<file path="config.mk">
export PLATFORM = sky130hd
export DESIGN_NAME = fetch_queue_flat
export DESIGN_NICKNAME = d
export VERILOG_FILES = /design/src/rtl/fetch_queue_pkg.sv /design/src/rtl/fetch_queue_if.sv /design/src/rtl/fetch_queue_inst_queue.sv /design/src/rtl/fetch_queue.sv /design/src/flat_wrapper.sv
export SDC_FILE = /design/constraint.sdc
export NUM_CORES = 1
export LEC_CHECK = 0
export ABC_AREA = 1
export CAP_MARGIN = 15
export CELL_PAD_IN_SITES_DETAIL_PLACEMENT = 2
export CELL_PAD_IN_SITES_GLOBAL_PLACEMENT = 2
export CORE_ASPECT_RATIO = 0.75
export CORE_MARGIN = 5
export CORE_UTILIZATION = 37
export DETAILED_ROUTE_END_ITERATION = 16
export MAX_ROUTING_LAYER = met4
export PLACE_DENSITY = 0.95
export SLEW_MARGIN = 0
export SYNTH_ARGS = -nofsm -noshare
export SYNTH_HDL_FRONTEND = slang
export SYNTH_SLANG_ARGS = --single-unit
export TNS_END_PERCENT = 100
</file>
<file path="constraint.sdc">
create_clock -name clk -period 7.8 [get_ports clk]
set_input_delay 1.17 -clock clk [delete_from_list [all_inputs] [get_ports clk]]
set_output_delay 1.17 -clock clk [all_outputs]
set_load 0.05 [all_outputs]
</file>
<file path="src/rtl/fetch_queue_pkg.sv">
// fetch_queue shared definitions.
// Reset fetch address, instruction width and the decode bubble word.
package fetch_queue_pkg;

    localparam int ILEN = 32;

    localparam logic [31:0] FETCH_RESET_PC = 32'h0000_0000;

    // addi x0, x0, 0: what decode issues while out_valid is low
    localparam logic [31:0] NOP_INST = 32'h0000_0013;

    typedef logic [ILEN-1:0] inst_t;

endpackage

</file>
<file path="src/rtl/fetch_queue_if.sv">
// Instruction memory request/response bus.
// master = fetch side, slave = memory side.
interface fetch_queue_if #(
    parameter int XLEN = 32
);
    import fetch_queue_pkg::*;

    logic            imem_req;
    logic [XLEN-1:0] imem_addr;
    logic            imem_ready;
    logic            imem_rvalid;
    inst_t           imem_rdata;

    modport master (
        output imem_req,
        output imem_addr,
        input  imem_ready,
        input  imem_rvalid,
        input  imem_rdata
    );

    modport slave (
        input  imem_req,
        input  imem_addr,
        output imem_ready,
        output imem_rvalid,
        output imem_rdata
    );

endinterface

</file>
<file path="src/rtl/fetch_queue_inst_queue.sv">
// inst_queue: synchronous FIFO with push/pop/flush.
// Pointers wrap naturally since DEPTH is a power of two.
module inst_queue #(
    parameter  int WIDTH = 64,
    parameter  int DEPTH = 4,
    localparam int AW    = $clog2(DEPTH),
    localparam int CW    = $clog2(DEPTH + 1)
) (
    input  logic             clk,
    input  logic             rst,
    input  logic             push,
    input  logic             pop,
    input  logic             flush,
    input  logic [WIDTH-1:0] wdata,
    output logic [WIDTH-1:0] rdata,
    output logic [CW-1:0]    count
);

    logic [WIDTH-1:0] mem [DEPTH];
    logic [AW-1:0]    wr_ptr;
    logic [AW-1:0]    rd_ptr;
    logic             do_push;
    logic             do_pop;

    assign do_pop  = pop && !flush && (count != '0);
    assign do_push = push && !flush &&
                     ((count != CW'(DEPTH)) || do_pop);
    assign rdata   = mem[rd_ptr];

    // Pointer and occupancy bookkeeping; flush empties the queue.
    always_ff @(posedge clk) begin
        if (rst || flush) begin
            wr_ptr <= '0;
            rd_ptr <= '0;
            count  <= '0;
        end else begin
            if (do_push)
                wr_ptr <= wr_ptr + AW'(1);
            if (do_pop)
                rd_ptr <= rd_ptr + AW'(1);
            count <= count + CW'(do_push) - CW'(do_pop);
        end
    end

    // Storage write; contents need no reset since count gates them.
    always_ff @(posedge clk) begin
        if (do_push)
            mem[wr_ptr] <= wdata;
    end

endmodule

</file>
<file path="src/rtl/fetch_queue.sv">
// fetch_queue: fetch PC, request issue, stale discard and
// a buffered {inst, pc, pc+4} handshake towards decode.
module fetch_queue
    import fetch_queue_pkg::*;
#(
    parameter int              XLEN     = 32,
    parameter int              DEPTH    = 4,
    parameter logic [XLEN-1:0] RESET_PC = XLEN'(FETCH_RESET_PC)
) (
    input  logic            clk,
    input  logic            rst,
    fetch_queue_if.master   imem,
    input  logic            redirect,
    input  logic [XLEN-1:0] redirect_pc,
    input  logic            halt,
    output logic            out_valid,
    output inst_t           out_inst,
    output logic [XLEN-1:0] out_pc,
    output logic [XLEN-1:0] out_pc_inc,
    input  logic            out_ready
);

    localparam int CW = $clog2(DEPTH + 1);
    localparam int QW = ILEN + XLEN;

    logic [XLEN-1:0] fetch_pc;
    logic [XLEN-1:0] resp_pc;
    logic [XLEN-1:0] target_pc;
    logic [CW-1:0]   outstanding;
    logic [CW-1:0]   stale;
    logic [CW-1:0]   count;
    logic [CW-1:0]   pending;
    logic [CW:0]     in_use;
    logic            accept;
    logic            resp;
    logic            resp_live;
    logic            pop;
    logic [QW-1:0]   head;

    // Queue slots are reserved at issue time, so a push always fits.
    assign in_use    = (CW+1)'(count) + (CW+1)'(outstanding);
    assign target_pc = redirect_pc & ~XLEN'(3);
    assign pending   = stale + outstanding;

    assign imem.imem_req  = !rst && !halt && !redirect &&
                            (in_use < (CW+1)'(DEPTH));
    assign imem.imem_addr = fetch_pc;

    assign accept    = imem.imem_req && imem.imem_ready;
    assign resp      = imem.imem_rvalid;
    assign resp_live = resp && (stale == '0) && !redirect;
    assign pop       = out_valid && out_ready && !redirect;

    // Issue PC and the PC tagged onto the next live response.
    always_ff @(posedge clk) begin
        if (rst) begin
            fetch_pc <= RESET_PC;
            resp_pc  <= RESET_PC;
        end else if (redirect) begin
            fetch_pc <= target_pc;
            resp_pc  <= target_pc;
        end else begin
            if (accept)
                fetch_pc <= fetch_pc + XLEN'(4);
            if (resp_live)
                resp_pc <= resp_pc + XLEN'(4);
        end
    end

    // In-flight accounting: live requests vs. responses to drop.
    always_ff @(posedge clk) begin
        if (rst) begin
            outstanding <= '0;
            stale       <= '0;
        end else if (redirect) begin
            outstanding <= '0;
            stale       <= (resp && pending != '0) ?
                           pending - CW'(1) : pending;
        end else begin
            outstanding <= outstanding + CW'(accept)
                         - CW'(resp_live);
            if (resp && stale != '0)
                stale <= stale - CW'(1);
        end
    end

    inst_queue #(
        .WIDTH (QW),
        .DEPTH (DEPTH)
    ) u_queue (
        .clk   (clk),
        .rst   (rst),
        .push  (resp_live),
        .pop   (pop),
        .flush (redirect),
        .wdata ({imem.imem_rdata, resp_pc}),
        .rdata (head),
        .count (count)
    );

    assign out_valid  = (count != '0);
    assign out_inst   = out_valid ? head[XLEN +: ILEN] : '0;
    assign out_pc     = out_valid ? head[XLEN-1:0] : '0;
    assign out_pc_inc = out_pc + XLEN'(4);

endmodule

</file>
<file path="src/flat_wrapper.sv">
// flat-port wrapper written by rule: the top's interface ports become plain ports
module fetch_queue_flat import fetch_queue_pkg::*;
#(
    parameter int              XLEN     = 32,
    parameter int              DEPTH    = 4,
    parameter logic [XLEN-1:0] RESET_PC = XLEN'(FETCH_RESET_PC)
)
  (clk, rst, redirect, redirect_pc, halt, out_valid, out_inst, out_pc, out_pc_inc, out_ready, imem_imem_req, imem_imem_addr, imem_imem_ready, imem_imem_rvalid, imem_imem_rdata);
  fetch_queue_if #(.XLEN(XLEN)) imem_i ();
  input  logic clk;
  input  logic rst;
  input  logic redirect;
  input  logic [XLEN-1:0] redirect_pc;
  input  logic halt;
  output logic out_valid;
  output inst_t out_inst;
  output logic [XLEN-1:0] out_pc;
  output logic [XLEN-1:0] out_pc_inc;
  input  logic out_ready;
  output wire logic [$bits(imem_i.imem_req)-1:0] imem_imem_req;
  output wire logic [$bits(imem_i.imem_addr)-1:0] imem_imem_addr;
  input wire logic [$bits(imem_i.imem_ready)-1:0] imem_imem_ready;
  input wire logic [$bits(imem_i.imem_rvalid)-1:0] imem_imem_rvalid;
  input wire logic [$bits(imem_i.imem_rdata)-1:0] imem_imem_rdata;
  assign imem_imem_req = imem_i.imem_req;
  assign imem_imem_addr = imem_i.imem_addr;
  assign imem_i.imem_ready = imem_imem_ready;
  assign imem_i.imem_rvalid = imem_imem_rvalid;
  assign imem_i.imem_rdata = imem_imem_rdata;
  fetch_queue #(.XLEN(XLEN), .DEPTH(DEPTH), .RESET_PC(RESET_PC)) u_core (.clk(clk), .rst(rst), .imem(imem_i), .redirect(redirect), .redirect_pc(redirect_pc), .halt(halt), .out_valid(out_valid), .out_inst(out_inst), .out_pc(out_pc), .out_pc_inc(out_pc_inc), .out_ready(out_ready));
endmodule
</file>
==> impl_metrics.ini, run 1 <==
[run_status]
status = finished, final reports clean

[placed_design]
numPortBuffers = 192
dp_hpwl_mm = 43.38
place_congestion = 0.8894

[timing]
hold_slack_ps = 509.6
tightest_slew_ps = 1095
fmax_mhz = 168.3
finalSetupViolCount = 0
slew_viol_final = 0
maxSlewHeadroom_pct = 26.93
fin_tns_setup_ps = 0
period_share_pct = 76.17
fin_worst_skew_ps = 32.67
rsz0062_at_grt = no
finalWorstPathRequiredPeriod_ps = 5941
hold_viol = 0

[clock_network]
cts.clk_slew.worst_paths_ps = 60
ctsResizeCount = 0
post-cts-setup-buffer-count = 0
clk_latency_ps = 550
cts-root-buf = clkbuf_16
cts_tree = yes
cts_buffer_depth = 3
postCtsHoldBufs = 0
cts_htree_levels = 2
numCtsBuffers = 36
cts.sinks = 323

[worst_setup_path]
worstPathArrival_ps = 4770
cp_common_cell = nand2_1
critPathBufInv = 2
end_kind = output pin
worstSetupPathType = reg -> out
path_max_fanout = 124
cpPeakStageDelay_ps = 800
cp_cell_sequence = inv_8 > nand2_1 > nand3_1 > nand2_1 > nor2_2 > ha_1 > nand3_1 > nor2_4 > nand3_1 > nor2_1 > nand2_1 > nand2_1 > clkdlybuf4s50_1
cpMaxStageDelayCell = clkdlybuf4s50_1
worstSetupStartpointType = flip-flop
crit_required_ps = 6630
reg2reg_slack_ps = 3670
crit_family = simple AND/OR/NAND/NOR gates

[power]
combPwrFrac_pct = 13.1
p_int_mw = 3.040
cellLeakagePower_nw = 7.177
p_per_area_nw_per_um2 = 220.2
p_total_mw = 4.248
p_seq_share_pct = 46.8
peakVddDrop_mv = 0.1511
p_sw_share_pct = 28.42
p_clk_share_pct = 40.1
switching_power_mw = 1.207

[drt]
wl_per_cell_microns = 25.60
first_iter_violations = 1099
routed_wl_mm = 65.68
drcViolationCount = 0
vias = 14199
first_pass_iters = 5
drtAntennaViolNets = 0
routed_via_density = 5.534

[floorplan]
die_area_sq_um = 47160
ios = 201
initial_core_util_pct = 37.58
fp.dieH_microns = 189.3
die_x_microns = 249.1
rows = 65
coreArea_sq_um = 42210

[synthesis]
synthCells = 1800
synth-async-reset-ratio_pct = 0
muxShareOfSynthArea_pct = 0
yosysTopAreaCellShare_pct = 46.94
ys_ff_latch = 323
synthAdderAreaFrac_pct = 1.798
synth.avg_cell_area_sq_um = 8.813
synth_cell_types = 40
ys_warn_count = 0
synth-compound-area-share_pct = 8.037
synth-edff-count = 248
synth.area.top_cells = edfxtp_1 (47%), nand2_1 (9.7%), dfxtp_1 (9.5%)
synth-main-ff-cell = edfxtp_1
synthSimpleGateAreaFrac_pct = 24.43
synth-xor-area-share_pct = 1.932
synth_top_cell_by_area = edfxtp_1
seq_area_frac_synth_pct = 56.41
synthesis.area_sq_um = 15860
synth_top_family_by_area = simple AND/OR/NAND/NOR gates

[grt]
grt_start_max_net_pins = 125
grt_pass1_wl_mm = 98.28
antenna_found_initial = 1
grt_pass1_vias = 15736
overflow = 0
grt_usage_pct = 27.46

[flow_run]
max_cap_viol_count = 0

[cells_and_area]
drive_above_1_share_pct = 6.413
synthToLayoutAreaGrowth_pct = 21.62
nets = 2066

[worst_hold_path]
hold_path_class = reg -> reg
-- flip-flops by register name (all words and copies together) (netlist names), named ones only --
| name | count |
|---|---|
| u_core.outstanding | 3 |
| u_core.u_queue.wr_ptr | 2 |
| u_core.imem.imem_addr | 30 |
| u_core.u_queue.count | 3 |
| u_core.stale | 3 |
| u_core.u_queue.mem | 248 |
| u_core.u_queue.rd_ptr | 2 |
| u_core.resp_pc | 30 |
-- cells in the final DEF (no fill, tap or decap), types with 3 or more instances in the layout --
master,synthesis,final
nand2_1,410,410
nor2_1,260,256
edfxtp_1,248,248
clkdlybuf4s50_1,0,190
inv_1,181,181
nand3_1,148,148
o21ai_0,123,123
a21oi_1,88,88
dfxtp_1,75,73
clkbuf_16,0,37
xor2_1,29,29
nor2_2,23,23
nand4_1,22,22
a31oi_1,19,19
nor3_1,19,19
ha_1,18,18
nand2_2,10,10
buf_4,13,10
inv_2,8,8
nor2_4,4,8
clkinv_2,0,7
clkbuf_1,22,7
xnor2_1,6,6
o21ai_1,6,6
conb_1,1,6
o22ai_1,5,5
or2_2,5,5
nand3_2,4,4
nand3b_1,3,3
fa_1,3,3
clkinv_1,0,3
clkbuf_8,0,3
-- synthesized netlist by cell type (12+ instances only) --
| master | number |
|---|---|
| a21oi_1 | 88 |
| a31oi_1 | 19 |
| buf_2 | 16 |
| buf_4 | 13 |
| buf_6 | 12 |
| clkbuf_1 | 22 |
| dfxtp_1 | 75 |
| edfxtp_1 | 248 |
| ha_1 | 18 |
| inv_1 | 181 |
| nand2_1 | 410 |
| nand3_1 | 148 |
| nand4_1 | 22 |
| nor2_1 | 260 |
| nor2_2 | 23 |
| nor3_1 | 19 |
| o21ai_0 | 123 |
| xor2_1 | 29 |
-- path summary, 6_finish.rpt --
check / start / end / cells after the start
worst min register to register: u_core.u_queue.rd_ptr[1] / flip-flop / 2
worst max-delay path: flip-flop / out_pc_inc[28] / 13
worst max register to register: u_core.stale[0] / u_core.u_queue.count[2] / 12
worst min-delay path: u_core.u_queue.rd_ptr[1] / flip-flop / 2
-- per-layer routing --
layer	wire length (microns)	GRT usage, %	vias to the layer above
li1	-	-	6295
met1	27770	33.65	7302
met2	33040	48.14	479
met3	3273	4.188	123
met4	1606	6.899	0
met5	0	-	-
-- stage by stage --
stage / util, % / std cells / setup WS (ps) / area, sq um
6_report: 45.71 / 2566 / 1859 / 19290
5_1_grt: 45.71 / 2566 / 1664 / 19290
4_1_cts: 45.70 / 2565 / 1886 / 19290
3_5_place_dp: 43.07 / 2505 / 2496 / 18180
3_3_place_gp: 43.07 / 2505 / 2934 / 18180
2_1_floorplan: - / 1805 / 2880 / 15880
-- power by group through the flow --
| stage | registers [mW] | clock network (mW) | logic (mW) |
|---|---|---|---|
| 5_1_grt | 1.99 | 1.79 | 0.592 |
| 3_3_place_gp | 2.01 | 0 | 0.500 |
| 3_5_place_dp | 2.02 | 0 | 0.538 |
| 4_1_cts | 1.99 | 1.72 | 0.556 |
| 2_1_floorplan | 2.02 | 0 | 0.298 |
| 6_report | 1.99 | 1.70 | 0.559 |
-- area by class of cell --
type	instances	area [sq um]
multi-input cells	1219	5794
fillers	4549	22920
diodes	1	2.502
clock buffers	47	993.5
well taps	569	711.9
clock inverters	13	117.6
inverters	192	733.2
repair buffers	202	1987
flip-flops and latches	323	8954
-- kinds of logic after synthesis --
| logic type | after synthesis |
|---|---|
| buffers and inverters | 263 |
| DFF | 323 |
| AOI/OAI and AO/OA | 246 |
| and+or+nand+nor | 911 |
| adders and majority gates | 21 |
| xor gates and xnor gates | 35 |
| other | 1 |
-- worst reg2reg max path, delay by kind of cell (launching register included) --
kind	cells	cell delay (ps)
and+or+nand+nor	4	2050
adders and majority gates	4	1230
DFF	1	350
buffers and inverters	3	290
AOI/OAI and AO/OA	1	110
(Power assumes the default switching activity.)
==> inputs of run 2 (changes only) <==
--- a/config.mk
+++ b/config.mk
@@ -11,10 +11,10 @@
 export CELL_PAD_IN_SITES_GLOBAL_PLACEMENT = 2
 export CORE_ASPECT_RATIO = 0.75
 export CORE_MARGIN = 5
-export CORE_UTILIZATION = 37
+export CORE_UTILIZATION = 31
 export DETAILED_ROUTE_END_ITERATION = 16
 export MAX_ROUTING_LAYER = met4
-export PLACE_DENSITY = 0.95
+export PLACE_DENSITY = 0.87
 export SLEW_MARGIN = 0
 export SYNTH_ARGS = -nofsm -noshare
 export SYNTH_HDL_FRONTEND = slang
==> constraint.sdc (replaced) <==
create_clock -name clk -period 5.17 [get_ports clk]
set_input_delay 0.7755 -clock clk [delete_from_list [all_inputs] [get_ports clk]]
set_output_delay 0.7755 -clock clk [all_outputs]
set_load 0.05 [all_outputs]
==> impl_metrics.ini, run 2 (same netlist as run 1, synthesis figures left out) <==
[floorplan]
coreArea_sq_um = 50370
rows = 71
initial_core_util_pct = 31.50
die_x_microns = 271.2
ios = 201
fp.dieH_microns = 205.9
die_area_sq_um = 55840

[power]
cellLeakagePower_nw = 7.310
p_seq_share_pct = 45.0
p_clk_share_pct = 42.8
p_per_area_nw_per_um2 = 338.0
p_int_mw = 4.864
peakVddDrop_mv = 0.1828
p_sw_share_pct = 26.88
combPwrFrac_pct = 12.2
switching_power_mw = 1.788

[flow_run]
max_cap_viol_count = 0

[clock_network]
numCtsBuffers = 37
post-cts-setup-buffer-count = 0
cts_buffer_depth = 3
cts_htree_levels = 2
ctsResizeCount = 0
cts.clk_slew.worst_paths_ps = 60
postCtsHoldBufs = 0
clk_latency_ps = 550
cts.sinks = 323
cts-root-buf = clkbuf_16
cts_tree = yes

[timing]
rsz0062_at_grt = no
hold_viol = 0
maxSlewHeadroom_pct = 37.94
fmax_mhz = 210.0
finalWorstPathRequiredPeriod_ps = 4762
finalSetupViolCount = 0
fin_worst_skew_ps = 32.87
hold_slack_ps = 464.7
period_share_pct = 92.10
tightest_slew_ps = 928.8
slew_viol_final = 0
timing.final.ws_setup_ps = 408.2
fin_tns_setup_ps = 0

[worst_setup_path]
worstSetupStartpointType = flip-flop
cpMaxStageDelayCell = clkdlybuf4s50_1
path_max_fanout = 33
end_kind = output pin
reg2reg_slack_ps = 2020
reg2reg_from = u_core.u_queue.count[1]
worstPathArrival_ps = 3990
reg2reg_to = u_core.u_queue.count[2]
crit_required_ps = 4390
worstSetupPathType = reg -> out
reg2reg_depth = 12
cp_cell_sequence = inv_2 > nand3_1 > nand2_1 > nor2_2 > ha_1 > nand3_1 > nor2_4 > nand3_1 > nor2_1 > nand2_1 > nand2_1 > clkdlybuf4s50_1
cpPeakStageDelay_ps = 800

[grt]
grt_pass1_wl_mm = 89.01
antenna_found_initial = 0
grt_start_max_net_pins = 68
grt_usage_pct = 20.82
overflow = 0
grt_pass1_vias = 15133

[placed_design]
dp_hpwl_mm = 41.19
numPortBuffers = 192
place_congestion = 0.8757
place_worst_setup_slack_ps = 903.2
placed_area_sq_um = 18380

[drt]
wl_per_cell_microns = 21.76
drcViolationCount = 0
first_pass_iters = 5
routed_wl_mm = 58.07
routed_via_density = 5.104
drtAntennaViolNets = 0
first_iter_violations = 836
vias = 13617

[cells_and_area]
multi_input_area_sq_um = 5794
antennaDiodeCount = 0
synthToLayoutAreaGrowth_pct = 24.06
utilization_pct = 39.07
top_register = u_core.u_queue.mem
design_area_sq_um = 19680
mostFrequentLayoutCell = nand2_1
fillers = 5528
nets = 2074
drive_above_1_share_pct = 7.210
final_cell_mix = nand2_1 (410), nor2_1 (256), edfxtp_1 (248)
seq_area_sq_um = 8954
largest_reg_flops = 248

[worst_hold_path]
hold_depth = 2
hp-start = u_core.u_queue.rd_ptr[1]
hold_path_class = reg -> reg

[run_status]
status = finished, final reports clean
-- run 2: cell count changes in the layout (fill, tap and decap cells not counted) --
cell	delta
clkinv_2	-1
clkdlybuf4s50_1	-2
buf_4	+6
clkinv_1	-1
buf_12	+3
clkbuf_1	+1
clkinvlp_4	+1
clkinv_8	+2
inv_6	+1
diode_2	-1
bufinv_16	+5
-- run 2: power groups by stage --
stage          sequential, mW  combinational (mW)  clock (mW)
2_1_floorplan            3.05               0.450           0
3_3_place_gp             3.03               0.765           0
3_5_place_dp             3.04               0.811           0
4_1_cts                  2.99               0.819        2.91
5_1_grt                  3.00               0.875        3.04
6_report                 2.99               0.811        2.85
-- run 2: worst max-delay path by stage --
stage               cells after the start      start                        end  slack (ps)
floorplan                               4   redirect  u_core.u_queue.mem[0][10]         640
global placement                       12  flip-flop             out_pc_inc[28]        1030
detailed placement                     12  flip-flop             out_pc_inc[28]         900
CTS                                    12  flip-flop             out_pc_inc[28]         340
global route                           12  flip-flop             out_pc_inc[28]         100
finish                                 12  flip-flop             out_pc_inc[28]         410
-- run 2: metrics by stage --
stage / total power [mW] / cells
after floorplan: 3.499 / 1805
after global placement: 3.791 / 2600
after detailed placement: 3.854 / 2600
after CTS: 6.718 / 2668
after global routing: 6.913 / 2668
final: 6.652 / 2668
-- run 2: layout make-up --
| class | count | share of cell area, % |
|---|---|---|
| clock inverter | 20 | 1.564 |
| clock buffer | 48 | 5.067 |
| tap | 657 | 4.177 |
| timing repair buffer | 209 | 10.53 |
| sequential | 323 | 45.50 |
| inverter | 192 | 3.726 |
| multi-input combinational | 1219 | 29.44 |
-- run 2: worst max-delay path, delay by kind of cell, from the launching register on --
kind                       cells  cell delay, ps
DFF                            1             530
buffers and inverters          2            1170
adders and majority gates      1             330
and+or+nand+nor                9            1400
-- run 2: metal layers --
metal | part of all wire, % | global-route usage, %
met5 | 0 | -
met4 | 1.3 | 3.566
met3 | 3.8 | 2.797
met2 | 50 | 36.42
met1 | 45 | 26.51
